==> config.mk <==
export PLATFORM = sky130hd
export DESIGN_NAME = pc_sequencer_flat
export DESIGN_NICKNAME = d
export VERILOG_FILES = /design/src/rtl/pc_sequencer_pkg.sv /design/src/rtl/pc_sequencer_if.sv /design/src/rtl/pc_sequencer_next_sel.sv /design/src/rtl/pc_sequencer.sv /design/src/flat_wrapper.sv
export SDC_FILE = /design/constraint.sdc
export NUM_CORES = 1
export LEC_CHECK = 0
export CORE_MARGIN = 2
export CORE_UTILIZATION = 46
export DETAILED_ROUTE_END_ITERATION = 8
export GPL_TIMING_DRIVEN = 0
export PLACE_DENSITY = 0.81
export SKIP_CTS_REPAIR_TIMING = 1
export SLEW_MARGIN = 40
export SYNTH_ARGS = -nofsm -noshare
export SYNTH_HDL_FRONTEND = slang
export SYNTH_HIERARCHICAL = 1
export SYNTH_SLANG_ARGS = --single-unit
==> constraint.sdc <==
create_clock -name clk -period 2.76 [get_ports clk]
set_input_delay 0.552 -clock clk [delete_from_list [all_inputs] [get_ports clk]]
set_output_delay 0.552 -clock clk [all_outputs]
set_load 0.02 [all_outputs]
==> src/rtl/pc_sequencer_pkg.sv <==
// Shared pipeline types for the fetch-side PC sequencer.
// Holds the sequencer state enum and the address/instruction widths.
package cpu_pkg;
  localparam int ADDR_W = 64;
  localparam int INSTR_BYTES = 4;

  typedef enum logic [1:0] {
    RUN,
    BUBBLE,
    HALT
  } pc_state_e;
endpackage

==> src/rtl/pc_sequencer_if.sv <==
// Branch-resolve inputs and fetch outputs of the PC sequencer.
// master drives branches/stall, slave is the sequencer itself.
interface pc_sequencer_if;
  import cpu_pkg::*;

  logic              stall;
  logic              br_valid;
  logic              br_taken;
  logic [ADDR_W-1:0] br_target;
  logic [ADDR_W-1:0] fetch_pc;
  logic              fetch_valid;
  logic              flush;
  logic              misalign;

  modport master (
    output stall, br_valid, br_taken, br_target,
    input  fetch_pc, fetch_valid, flush, misalign
  );

  modport slave (
    input  stall, br_valid, br_taken, br_target,
    output fetch_pc, fetch_valid, flush, misalign
  );
endinterface

==> src/rtl/pc_sequencer_next_sel.sv <==
// Next-PC priority mux: reset > redirect > stall > hold > PC+4.
// The +4 incrementer wraps modulo 2^64 without any flag.
module pc_next_sel
  import cpu_pkg::*;
#(
  parameter logic [ADDR_W-1:0] RESET_PC = '0
) (
  input  logic              reset,
  input  logic              redirect,
  input  logic              stall,
  input  logic              hold,
  input  logic [ADDR_W-1:0] pc,
  input  logic [ADDR_W-1:0] target,
  output logic [ADDR_W-1:0] next_pc
);
  logic [ADDR_W-1:0] inc;

  assign inc = pc + ADDR_W'(INSTR_BYTES);

  always_comb begin
    next_pc = inc;
    if (reset)
      next_pc = RESET_PC;
    else if (redirect)
      next_pc = target;
    else if (stall || hold)
      next_pc = pc;
  end
endmodule

==> src/rtl/pc_sequencer.sv <==
// Fetch PC sequencer: redirects, stall hold, flush pulse, fetch bubbles.
// Optional PC_MISALIGN_CHECK_EN halts on a misaligned branch target.
module pc_sequencer
  import cpu_pkg::*;
#(
  parameter logic [ADDR_W-1:0] RESET_PC = 64'h0,
  parameter int unsigned REDIRECT_BUBBLES = 1
) (
  input  logic clk,
  input  logic reset,
  pc_sequencer_if.slave bus
);
  localparam logic [2:0] BUB = 3'(REDIRECT_BUBBLES);

  pc_state_e         state, state_d;
  logic [2:0]        cnt, cnt_d;
  logic [ADDR_W-1:0] pc, pc_d, tgt;
  logic              flush_q, flush_d;
  logic              redirect, halted;
  logic              mis_q, mis_d;

`ifdef PC_MISALIGN_CHECK_EN
  logic bad;
  assign tgt = bus.br_target;
  assign bad = |bus.br_target[1:0];
`else
  logic unused_lsb;
  assign unused_lsb = ^bus.br_target[1:0];
  assign tgt = {bus.br_target[ADDR_W-1:2], 2'b00};
`endif

  assign halted = (state == HALT);
  assign redirect = bus.br_valid & bus.br_taken & ~halted;

  pc_next_sel #(.RESET_PC(RESET_PC)) u_next (
    .reset   (reset),
    .redirect(redirect),
    .stall   (bus.stall),
    .hold    (state != RUN),
    .pc      (pc),
    .target  (tgt),
    .next_pc (pc_d)
  );

  always_comb begin
    state_d = state;
    cnt_d   = cnt;
    flush_d = 1'b0;
    mis_d   = mis_q;
    if (redirect) begin
      flush_d = 1'b1;
      cnt_d   = BUB;
      state_d = (BUB != 3'd0) ? BUBBLE : RUN;
`ifdef PC_MISALIGN_CHECK_EN
      if (bad) begin
        state_d = HALT;
        cnt_d   = 3'd0;
        mis_d   = 1'b1;
      end
`endif
    end else if (state == BUBBLE) begin
      // counts down even under stall
      cnt_d = cnt - 3'd1;
      if (cnt == 3'd1)
        state_d = RUN;
    end
  end

  always_ff @(posedge clk) begin
    pc <= pc_d;
    if (reset) begin
      state   <= RUN;
      cnt     <= 3'd0;
      flush_q <= 1'b0;
      mis_q   <= 1'b0;
    end else begin
      state   <= state_d;
      cnt     <= cnt_d;
      flush_q <= flush_d;
      mis_q   <= mis_d;
    end
  end

  assign bus.fetch_pc    = pc;
  assign bus.fetch_valid = (state == RUN);
  assign bus.flush       = flush_q;
`ifdef PC_MISALIGN_CHECK_EN
  assign bus.misalign = mis_q;
`else
  assign bus.misalign = 1'b0;
  logic unused_mis;
  assign unused_mis = mis_q;
`endif
endmodule

==> src/flat_wrapper.sv <==
// flat-port wrapper written by rule: the top's interface ports become plain ports
module pc_sequencer_flat import cpu_pkg::*;
#(
  parameter logic [ADDR_W-1:0] RESET_PC = 64'h0,
  parameter int unsigned REDIRECT_BUBBLES = 1
)
  (clk, reset, bus_stall, bus_br_valid, bus_br_taken, bus_br_target, bus_fetch_pc, bus_fetch_valid, bus_flush, bus_misalign);
  pc_sequencer_if bus_i ();
  input  logic clk;
  input  logic reset;
  input wire logic [$bits(bus_i.stall)-1:0] bus_stall;
  input wire logic [$bits(bus_i.br_valid)-1:0] bus_br_valid;
  input wire logic [$bits(bus_i.br_taken)-1:0] bus_br_taken;
  input wire logic [$bits(bus_i.br_target)-1:0] bus_br_target;
  output wire logic [$bits(bus_i.fetch_pc)-1:0] bus_fetch_pc;
  output wire logic [$bits(bus_i.fetch_valid)-1:0] bus_fetch_valid;
  output wire logic [$bits(bus_i.flush)-1:0] bus_flush;
  output wire logic [$bits(bus_i.misalign)-1:0] bus_misalign;
  assign bus_i.stall = bus_stall;
  assign bus_i.br_valid = bus_br_valid;
  assign bus_i.br_taken = bus_br_taken;
  assign bus_i.br_target = bus_br_target;
  assign bus_fetch_pc = bus_i.fetch_pc;
  assign bus_fetch_valid = bus_i.fetch_valid;
  assign bus_flush = bus_i.flush;
  assign bus_misalign = bus_i.misalign;
  pc_sequencer #(.RESET_PC(RESET_PC), .REDIRECT_BUBBLES(REDIRECT_BUBBLES)) u_core (.clk(clk), .reset(reset), .bus(bus_i));
endmodule
==> out/metrics.yaml <==
synth_compound_area_share_pct: 20.42
via_per_inst: 6.135
clk_path_buf_depth: 2
fin_area_sq_mm: 0.005617
insertion_delay_ns: 0.34
ys_seq_area_share_pct: 34.90
die_h_um: 96.76
netlist_instances: 481
postSynthRegisterBits: 69
layout-drive-gt1-share_pct: 6.836
tightest_slew_ns: 0.6350
cp_data_required_time_ns: 2.99
grtUsageTotal_pct: 27.36
whs_ns: 0.5132
vias: 4503
synthSimpleGateAreaFrac_pct: 30.98
cts.clk_slew.worst_paths_ns: 0.07
rows: 33
final_nets: 697
final_core_util_pct: 68.02
grt_overflow_total: 0
cts_tree: "yes"
grtUsageMet2_pct: 44.87
ys_warn_count: 6
place.gp.congestion: 0.9243
detail_route.wl_per_cell_um: 18.20
startpoint_type: "input pin"
dp.cells: 720
initial_core_util_pct: 47.92
dpl_cell_area_sq_mm: 0.005423
ys_types: 54
hp-class: "reg -> reg"
ant_nets: 0
fin_crit_sh_pct: 96.91
total_power_mw: 2.383
setup_viol: 0
vdd_drop_max_mv: 0.2217
drc: 0
slew_headroom_pct: 57.34
cp.arrival_ns: 2.91
grt_pass1_vias: 4311
skew_ns: 0.008309
use_met1_pct: 35.51
finalNonFillerCells: 734
fin_tns_setup_ns: 0
end_kind: "flip-flop"
cts_root_buf: "clkbuf_8"
powerDensity_mw_per_mm2: 424.3
max_freq_mhz: 373.9
ios: 136
first_iter_violations: 303
htree_num_levels: 3
cts.sinks: 69
leakage_nw: 1.980
first_pass_iters: 5
tritoncts.num_buffers: 9
dpl.hpwl_um: 9546
grt_antenna_before_repair: 0
nFillCells: 697
die_area_sq_mm: 0.009362
cp_max_fo: 10
grt_pass1_wl_um: 21220
area_growth_pct: 41.92
finalHoldViolCount: 0
synth_top_family_by_area: "simple AND/OR/NAND/NOR gates"
met3_usage_pct: 7.009
status: "complete, no violations"
grt_max_degree: 11
core_sq_mm: 0.008258
drv_slew: 0
final_common_cell: "clkdlybuf4s50_1"
critPathKind: "in -> reg"
routed_wirelength_um: 13360
antennaDiodeCount: 0
synthXorXnorAreaFrac_pct: 5.975
layout_common_cells: "clkdlybuf4s50_1 (132), dfxtp_1 (69), nor2_1 (51)"
drv_cap: 0
grt_busiest_layer: "met2"
die_w_um: 96.76
seqCellArea_sq_mm: 0.001381
pre_cts_slack_ns: -0.3717
port_buffers: 132
synth_fa_ha_area_share_pct: 0.9485
synthMuxAreaShare_pct: 1.012
multi_input_area_sq_mm: 0.002397
synth_area_sq_mm: 0.003958
fin_crit_ns: 2.675
fin_ws_ns: 0.08539
avgSynthCellArea_sq_um: 8.228
## synth_stat cells (all sizes together)
master / instances / share of area, %
clkbuf: 19 / 1.8
nand2: 40 / 3.8
a311o: 1 / 0.25
a21oi: 13 / 1.6
nor2b: 4 / 0.63
conb: 1 / 0.095
ha: 3 / 0.95
dfxtp: 69 / 35
and3: 14 / 2.2
a21boi: 1 / 0.19
mux2i: 4 / 1.0
o221a: 1 / 0.28
inv: 17 / 1.6
a221oi: 1 / 0.22
o21a: 3 / 0.57
a211o: 9 / 2.0
o211ai: 2 / 0.38
xor2: 4 / 0.89
and4bb: 1 / 0.32
or4: 3 / 0.66
o21ai: 14 / 1.8
nor3: 16 / 2.1
a2111oi: 12 / 2.8
a32oi: 1 / 0.22
nor4: 14 / 2.2
or3: 7 / 1.1
a211oi: 22 / 4.2
buf: 16 / 2.2
o2111a: 8 / 2.3
nand4: 25 / 4.9
or2: 1 / 0.16
xnor2: 23 / 5.1
a311oi: 11 / 2.4
and2: 8 / 1.3
o31ai: 1 / 0.19
nor2: 51 / 4.8
and4: 9 / 2.0
o2111ai: 1 / 0.22
o211a: 3 / 0.76
nand3: 20 / 3.0
nor3b: 3 / 0.70
nor4b: 5 / 1.1
## power breakdown
| group | leakage, nW | internal, mW | switching [mW] |
|---|---|---|---|
| Sequential | 0.568 | 1.06 | 0.0865 |
| Clock | 0.0833 | 0.344 | 0.367 |
| Combinational | 1.33 | 0.273 | 0.252 |
## final timing paths
check / startpoint / to / slack [ns] / cells after the start
hold reg to reg: u_core/cnt[1]$_SDFFE_PP0P_ / u_core/cnt[1]$_SDFFE_PP0P_ / 0.51 / 2
hold / removal: u_core/cnt[1]$_SDFFE_PP0P_ / u_core/cnt[1]$_SDFFE_PP0P_ / 0.51 / 2
setup reg to reg: u_core/bus.fetch_pc[2]$_DFF_P_ / u_core/bus.fetch_pc[54]$_DFF_P_ / 0.33 / 7
setup / recovery: bus_stall / u_core/bus.fetch_pc[54]$_DFF_P_ / 0.09 / 7
## layer usage
| layer | share of wire, % | routed length, um |
|---|---|---|
| met1 | 41 | 5469 |
| met2 | 48 | 6357 |
| met3 | 9.7 | 1293 |
| met4 | 1.8 | 236 |
| met5 | 0 | 0 |
## registers in the layout, indices dropped and copies added (netlist names)
name	cells
u_core/cnt	3
u_core/bus.flush	1
u_core/bus.fetch_pc	64
u_core/state	1
## worst max-delay path, cell delays in order
cell and delay, ns:
clkdlybuf4s50_1 0.48, and4bb_4 0.43, nand3_4 0.17, or4_1 0.55
buf_2 0.19, or2_0 0.24, a2111oi_2 0.30
## cell families after synthesis
logic type      count (synthesis)
other cells                     1
compound gates                104
buf+inv                        52
mux                             4
fa+ha+maj                       3
simple gates                  221
xor+xnor                       27
flops                          69
## final cells by class
type                       instances  share of cell area, %
clock inverter                     2                 0.1782
sequential                        69                  24.59
tap                              105                  2.339
clock buffer                      13                  2.651
multi-input combinational        362                  42.68
timing repair buffer             132                  23.52
inverter                          17                  1.136
buffer                            34                  2.896
Power figures use the tool's default switching activity.
